==> src/rtl/fetch_pkg.sv <==
// Shared fetch/decode definitions: fetch FSM states, PC step, instruction
// field positions and the opcodes the control unit also decodes.
package fetch_pkg;

  typedef enum logic [1:0] {
    REQ   = 2'd0,
    WAIT  = 2'd1,
    HOLD  = 2'd2,
    FLUSH = 2'd3
  } fetch_state_e;

  localparam int PC_STEP    = 4;
  localparam int OPCODE_MSB = 31;
  localparam int OPCODE_LSB = 26;
  localparam int FUNCT_MSB  = 5;
  localparam int FUNCT_LSB  = 0;

  localparam logic [5:0] OP_RTYPE = 6'b000000;
  localparam logic [5:0] OP_J     = 6'b000010;
  localparam logic [5:0] OP_BNE   = 6'b000101;

endpackage

==> src/rtl/instr_fetch_unit.sv <==
// Fetch front end: owns the PC, keeps at most one instruction-memory read in
// flight, buffers one instruction for decode and applies jump / taken-bne redirects.
module instr_fetch_unit
  import fetch_pkg::*;
#(
  parameter int                ADDR_W   = 32,
  parameter logic [ADDR_W-1:0] RESET_PC = '0
) (
  input  logic              clk,
  input  logic              reset,
  output logic              imem_req_valid,
  input  logic              imem_req_ready,
  output logic [ADDR_W-1:0] imem_req_addr,
  input  logic              imem_rsp_valid,
  input  logic [31:0]       imem_rsp_data,
  output logic              inst_valid,
  input  logic              inst_ready,
  output logic [31:0]       inst,
  output logic [ADDR_W-1:0] inst_pc,
  output logic [5:0]        Opcode,
  output logic [5:0]        Function,
  input  logic              Branch,
  input  logic              Zero,
  input  logic              Jump,
  input  logic [ADDR_W-1:0] branch_target,
  input  logic [ADDR_W-1:0] jump_target,
  output fetch_state_e      dbg_state
);

  // Handshakes: a transfer happens on a rising edge where valid & ready are
  // both high; valid never drops before its transfer except on a redirect.

  fetch_state_e      state_q, state_d;
  logic [ADDR_W-1:0] pc_q, pc_d;
  logic [31:0]       inst_q, inst_d;
  logic [ADDR_W-1:0] inst_pc_q, inst_pc_d;
  logic              inst_valid_q, inst_valid_d;

  logic              redirect;
  logic [ADDR_W-1:0] target;
  logic              req_fire;
  logic              inst_fire;

  assign redirect       = Jump | (Branch & ~Zero);
  assign target         = Jump ? jump_target : branch_target;
  // Gated by reset so no request is advertised while reset is held.
  assign imem_req_valid = (state_q == REQ) & ~reset;
  assign imem_req_addr  = pc_q;
  assign req_fire       = imem_req_valid & imem_req_ready;
  assign inst_fire      = inst_valid_q & inst_ready & ~redirect;

  assign inst_valid = inst_valid_q;
  assign inst       = inst_q;
  assign inst_pc    = inst_pc_q;
  assign Opcode     = inst_q[OPCODE_MSB:OPCODE_LSB];
  assign Function   = inst_q[FUNCT_MSB:FUNCT_LSB];
  assign dbg_state  = state_q;

  always_comb begin
    state_d      = state_q;
    pc_d         = pc_q;
    inst_d       = inst_q;
    inst_pc_d    = inst_pc_q;
    inst_valid_d = inst_valid_q;
    case (state_q)
      REQ: begin
        if (redirect) pc_d = target;
        if (req_fire) state_d = redirect ? FLUSH : WAIT;
      end
      WAIT: begin
        // A redirect wins over a same-cycle response; that data is dropped.
        if (redirect) begin
          pc_d    = target;
          state_d = FLUSH;
        end else if (imem_rsp_valid) begin
          inst_d       = imem_rsp_data;
          inst_pc_d    = pc_q;
          inst_valid_d = 1'b1;
          state_d      = HOLD;
        end
      end
      HOLD: begin
        if (redirect) begin
          inst_valid_d = 1'b0;
          pc_d         = target;
          state_d      = REQ;
        end else if (inst_fire) begin
          inst_valid_d = 1'b0;
          pc_d         = pc_q + ADDR_W'(PC_STEP);
          state_d      = REQ;
        end
      end
      FLUSH: begin
        // Waiting for the orphaned response of a cancelled fetch.
        if (redirect) pc_d = target;
        if (imem_rsp_valid) state_d = REQ;
      end
      default: state_d = REQ;
    endcase
  end

  always_ff @(posedge clk or posedge reset) begin
    if (reset) begin
      state_q      <= REQ;
      pc_q         <= RESET_PC;
      inst_q       <= '0;
      inst_pc_q    <= '0;
      inst_valid_q <= 1'b0;
    end else begin
      state_q      <= state_d;
      pc_q         <= pc_d;
      inst_q       <= inst_d;
      inst_pc_q    <= inst_pc_d;
      inst_valid_q <= inst_valid_d;
    end
  end

endmodule

==> config.mk <==
export PLATFORM = sky130hd
export DESIGN_NAME = instr_fetch_unit
export DESIGN_NICKNAME = d
export VERILOG_FILES = /design/src/rtl/fetch_pkg.sv /design/src/rtl/instr_fetch_unit.sv
export SDC_FILE = /design/constraint.sdc
export NUM_CORES = 1
export LEC_CHECK = 0
export ABC_CLOCK_PERIOD_IN_PS = 5500
export CAP_MARGIN = 10
export CORE_MARGIN = 3
export CORE_UTILIZATION = 46
export CTS_CLUSTER_DIAMETER = 150
export DETAILED_ROUTE_END_ITERATION = 6
export GPL_ROUTABILITY_DRIVEN = 0
export GPL_TIMING_DRIVEN = 1
export MAX_ROUTING_LAYER = met4
export PLACE_DENSITY = 0.87
export SYNTH_ARGS = -nofsm -noshare
export SYNTH_HDL_FRONTEND = slang
export SYNTH_SLANG_ARGS = --single-unit
==> constraint.sdc <==
create_clock -name clk -period 5.5 [get_ports clk]
set_input_delay 0.825 -clock clk [delete_from_list [all_inputs] [get_ports clk]]
set_output_delay 0.825 -clock clk [all_outputs]
set_load 0.02 [all_outputs]
# Yosys cells after proc, flatten, opt, wreduce, memory -nomap -nowiden
# Index checks and enable logic that the tools add are counted.
# totals
reg_bits	99
latch_bits	0
mem_bits_rw	0
rom_bits	0
out_inout_bits	112
mem_count	0
# op_classes
addsub	1
mul	0
div_mod_pow	0
order_cmp	0
n_eq_ne	10
shifts	0
muxes	18
bitwise_logic	9
n_reduce_logical	7
# op_table
operator	count
$mux W32	4
$pmux W32 S2	1
$add A32 B3 Y32 const B	1
$mux W2	7
$ne A2 B2 Y1 const B	4
$pmux W2 S4	1
$reduce_and A4 Y1	2
$ne A3 B3 Y1 const B	2
$and A1 B1 Y1	5
$eq A2 B2 Y1 const B	2
$mux W1	4
$not A1 Y1	3
$reduce_and A3 Y1	1
$reduce_or A3 Y1	1
$eq A2 B1 Y1 const B	1
$logic_not A2 Y1	1
$ne A2 B1 Y1 const B	1
$pmux W1 S2	1
$reduce_and A2 Y1	1
$reduce_bool A2 Y1	1
$or A1 B1 Y1	1

# Longest topological paths before layout
# depth
ltp_word	8
mapped_depth	7
ltp_nobuf	5

# Worst setup path before layout
# OpenSTA, ideal clock, no wires.
# synth_timing
path_kind	input port to flip-flop
from	input port Jump
to	register inst_q[0] (netlist: inst[0])
t_arrival_ns	2.390
t_required_ns	5.375
path_slack_ns	2.986
cell_stages	6
path_cell_list	clkbuf_1 > clkinv_1 > nand2_1 > nor3_2 > clkbuf_1 > mux2_2
# synth_via
elab_chain_len	3
# synth_rtl
item	line_no	text
start: declaration	instr_fetch_unit.sv:24	input logic Jump,
$or A1 B1 Y1	instr_fetch_unit.sv:44	assign redirect = Jump | (Branch & ~Zero);
$not A1 Y1 (no source line)	n/a	
$reduce_and A3 Y1 (no source line)	n/a	
end signal: assignment	instr_fetch_unit.sv:112	inst_q <= inst_d;
end: declaration	instr_fetch_unit.sv:35	logic [31:0] inst_q, inst_d;
# Every way passes these cells.
# A chain may end at the register's enable or synchronous reset.

# Final worst setup path
# layout_timing
from	input port reset
to	output port imem_req_valid
# layout_via
elab_chain_len	2
# layout_rtl
item	line_no	text
start: declaration	instr_fetch_unit.sv:10	input logic reset,
$not A1 Y1	instr_fetch_unit.sv:47	assign imem_req_valid = (state_q == REQ) & ~reset;
$and A1 B1 Y1	instr_fetch_unit.sv:47	
end: declaration	instr_fetch_unit.sv:11	output logic imem_req_valid,
# Every way passes these cells.

==> results.yml <==
synthesis:
  netlist_area_mm2: 0.00505
  synth.most_common_cell: "dfrtp_1"
  yosysTopAreaCell: "dfrtp_1"
  post_synth.cell_area_avg_um2: 11.2
  synth-edff-count: 0
  synth.distinct_cells: 49
  synth_commonest_cells: "99 x dfrtp_1, 73 x mux2_2, 23 x clkbuf_1, 20 x a211oi_1, 17 x nand3_1"
  synth_area_leaders: "dfrtp_1 49%, mux2_2 16%, mux2i_1 3.2%"
  synth-main-ff-cell: "dfrtp_1"
  yosysTopAreaCellShare_pct: 49.0
  synthArstFlopShare_pct: 100
  synthesis.nets: 557
  synth_cells: 452
  seq_area_frac_synth_pct: 49.0
  yosys_register_bits: 99
  yosysWarnings: 0
clock_tree:
  clk_pin_slew_ps: 90
  cts_made_buffers: 9
  htreeDepth: 3
  cts_tree: "yes"
  cts-resized-gates: 0
  hold_buffers: 0
  cts_setup_buffers: 0
  clock-root-buffer: "clkbuf_8"
  clk_latency_ps: 370
  cts_num_sinks: 99
  clock_path_buffers: 2
sta:
  maxSlewViolCount: 0
  post-route-min-period_ps: 2900
  rsz0062_at_grt: "false"
  max_freq_ghz: 0.345
  final-hold-violation-count: 0
  max_slew.worst_pin.slew_ps: 705
  maxSlewHeadroom_pct: 52.9
  finalSetupViolations: 0
  fin_crit_sh_pct: 52.7
  clock_skew_ps: 15.5
  fin_setup_tns_ps: 0
grt:
  grt_max_degree: 57
  grt_pass1_vias: 4502
  grt_overflow_total: 0
  grt_use_total_pct: 24.3
  antenna_found_initial: 0
  grt_pass1_wl_um: 23700
floorplan:
  dieArea_mm2: 0.0123
  core_mm2: 0.0105
  die_h_um: 111
  rows: 37
  start_util_pct: 48.1
  num_io_pins: 216
  die_w_um: 111
cells_and_area:
  fin_nets: 744
  area_growth_pct: 46.1
  final_cells: 780
  antennaDiodeCount: 0
  drive_above_1_share_pct: 15.5
job:
  cap_violations: 0
critical_path:
  crit_slowest_cell: "clkdlybuf4s50_1"
  max_stage_delay_ps: 630
  critical_path_required_ps: 4680
  crit_path_start_kind: "input port"
  cp_common_cell: "clkdlybuf4s50_1"
  crit_chain: "clkdlybuf4s50_1 > nor3_1 > clkdlybuf4s50_1"
  crit_type: "in2out"
  critPathArrivalTime_ps: 2070
  cp-end-kind: "primary output"
  worstPathMaxFanout: 3
route:
  viasPerCell: 5.74
  dr.pass1.iters: 6
  wl_per_cell_um: 18.9
  num_vias: 4479
  drcViolationCount: 0
  wl_um: 14700
  drt_first_iter_violations: 435
  route.antenna.remaining_nets: 0
hold_path:
  hp-class: "reg2reg"
status:
  status: "complete, no violations"
pwr:
  max-vdd-ir-drop_mv: 0.282
  power_density_mw_per_mm2: 462
  power.leakage_nw: 2.89
placed_design:
  dp_hpwl_um: 11000
  io_buffers: 215
  dp.cells: 764
-- routing by layer --
| layer | vias to the layer above | track usage [%] | part of all wire (%) | wire length [um] |
|---|---|---|---|---|
| li1 | 2068 | - | - | - |
| met1 | 2153 | 30.9 | 43 | 6280 |
| met2 | 243 | 39.5 | 49 | 7200 |
| met3 | 15 | 4.53 | 7.4 | 1090 |
| met4 | 0 | 8.05 | 1.2 | 179 |
| met5 | - | - | 0 | 0 |
-- sequential cells by signal (all words and copies together), names as in the netlist --
signal         flops
dbg_state          2
imem_req_addr     32
inst              32
inst_pc           32
inst_valid         1
-- cells by family after synthesis --
logic type | count (synthesis) | synth area share, %
AND/OR/NAND/NOR | 120 | 13.6
flip-flops | 99 | 49.0
multiplexers | 89 | 19.4
AO/OA/AOI/OAI | 88 | 12.3
buffers and inverters | 54 | 5.18
XOR/XNOR | 1 | 0.173
adder cells (fa/ha/maj) | 1 | 0.248
-- report_power, final --
group,total [W],switching (W),leakage [nW],internal [W]
clock network,0.000440,0.000249,0.0900,0.000191
registers,0.00126,0.000249,1.19,0.00101
logic,0.00171,0.000812,1.61,0.000894
-- cell type report --
cell class	count	area, um2
Inverter	8	32.5
Clock buffer	13	159
Timing Repair Buffer	222	2200
Sequential cell	99	2480
Tap cell	136	170
Fill cell	786	3130
Multi-Input combinational cell	299	2320
Clock inverter	3	21.3
-- critical path: cells and delay by family --
family                 cells  cell delay, ps
and+or+nand+nor            1             150
buffers and inverters      2            1100
-- path summary, 6_finish.rpt --
path                              startpoint           endpoint  slack (ps)  cells past startpoint
worst min register to register   inst_pc[26]        inst_pc[26]         510                      1
worst min-delay path             inst_pc[26]        inst_pc[26]         510                      1
max in group asynchronous              reset  imem_req_addr[22]        3510                      3
min in group asynchronous              reset        inst_pc[14]         900                      2
worst max-delay path                   reset     imem_req_valid        2600                      3
worst max register to register  dbg_state[1]  imem_req_addr[21]        3080                      4
-- stage by stage --
stage	total power, W	area [um2]	worst slack, ps	hold WS (ps)	util [%]
final	0.00341	7380	2600	513	70.2
after detailed placement	0.00299	7200	2250	495	68.5
after CTS	0.00343	7380	2600	516	70.2
after global routing	0.00359	7380	2530	533	70.2
after global placement	0.00294	7200	2330	489	68.5
after floorplan	0.00215	5050	2080	603	-
-- layout by cell type (no fill, tap or decap), types with 2 or more instances in the layout --
cell type	n
and3_1	3
a21oi_1	10
or4_1	11
nor3_1	11
buf_4	7
nand3_1	17
and2_1	2
nor2_1	13
mux2_2	73
o31ai_1	12
clkbuf_1	2
nand2b_1	4
or3_1	4
o21ai_0	7
o22ai_1	6
a31oi_1	14
clkbuf_8	11
clkdlybuf4s50_1	214
mux2i_1	16
nand2_1	16
o22a_1	2
a211oi_1	20
nand4_1	9
inv_1	6
nor4_1	7
a311oi_1	6
dfrtp_1	99
and4_1	2
nor2b_1	15
(Power assumes the default switching activity.)
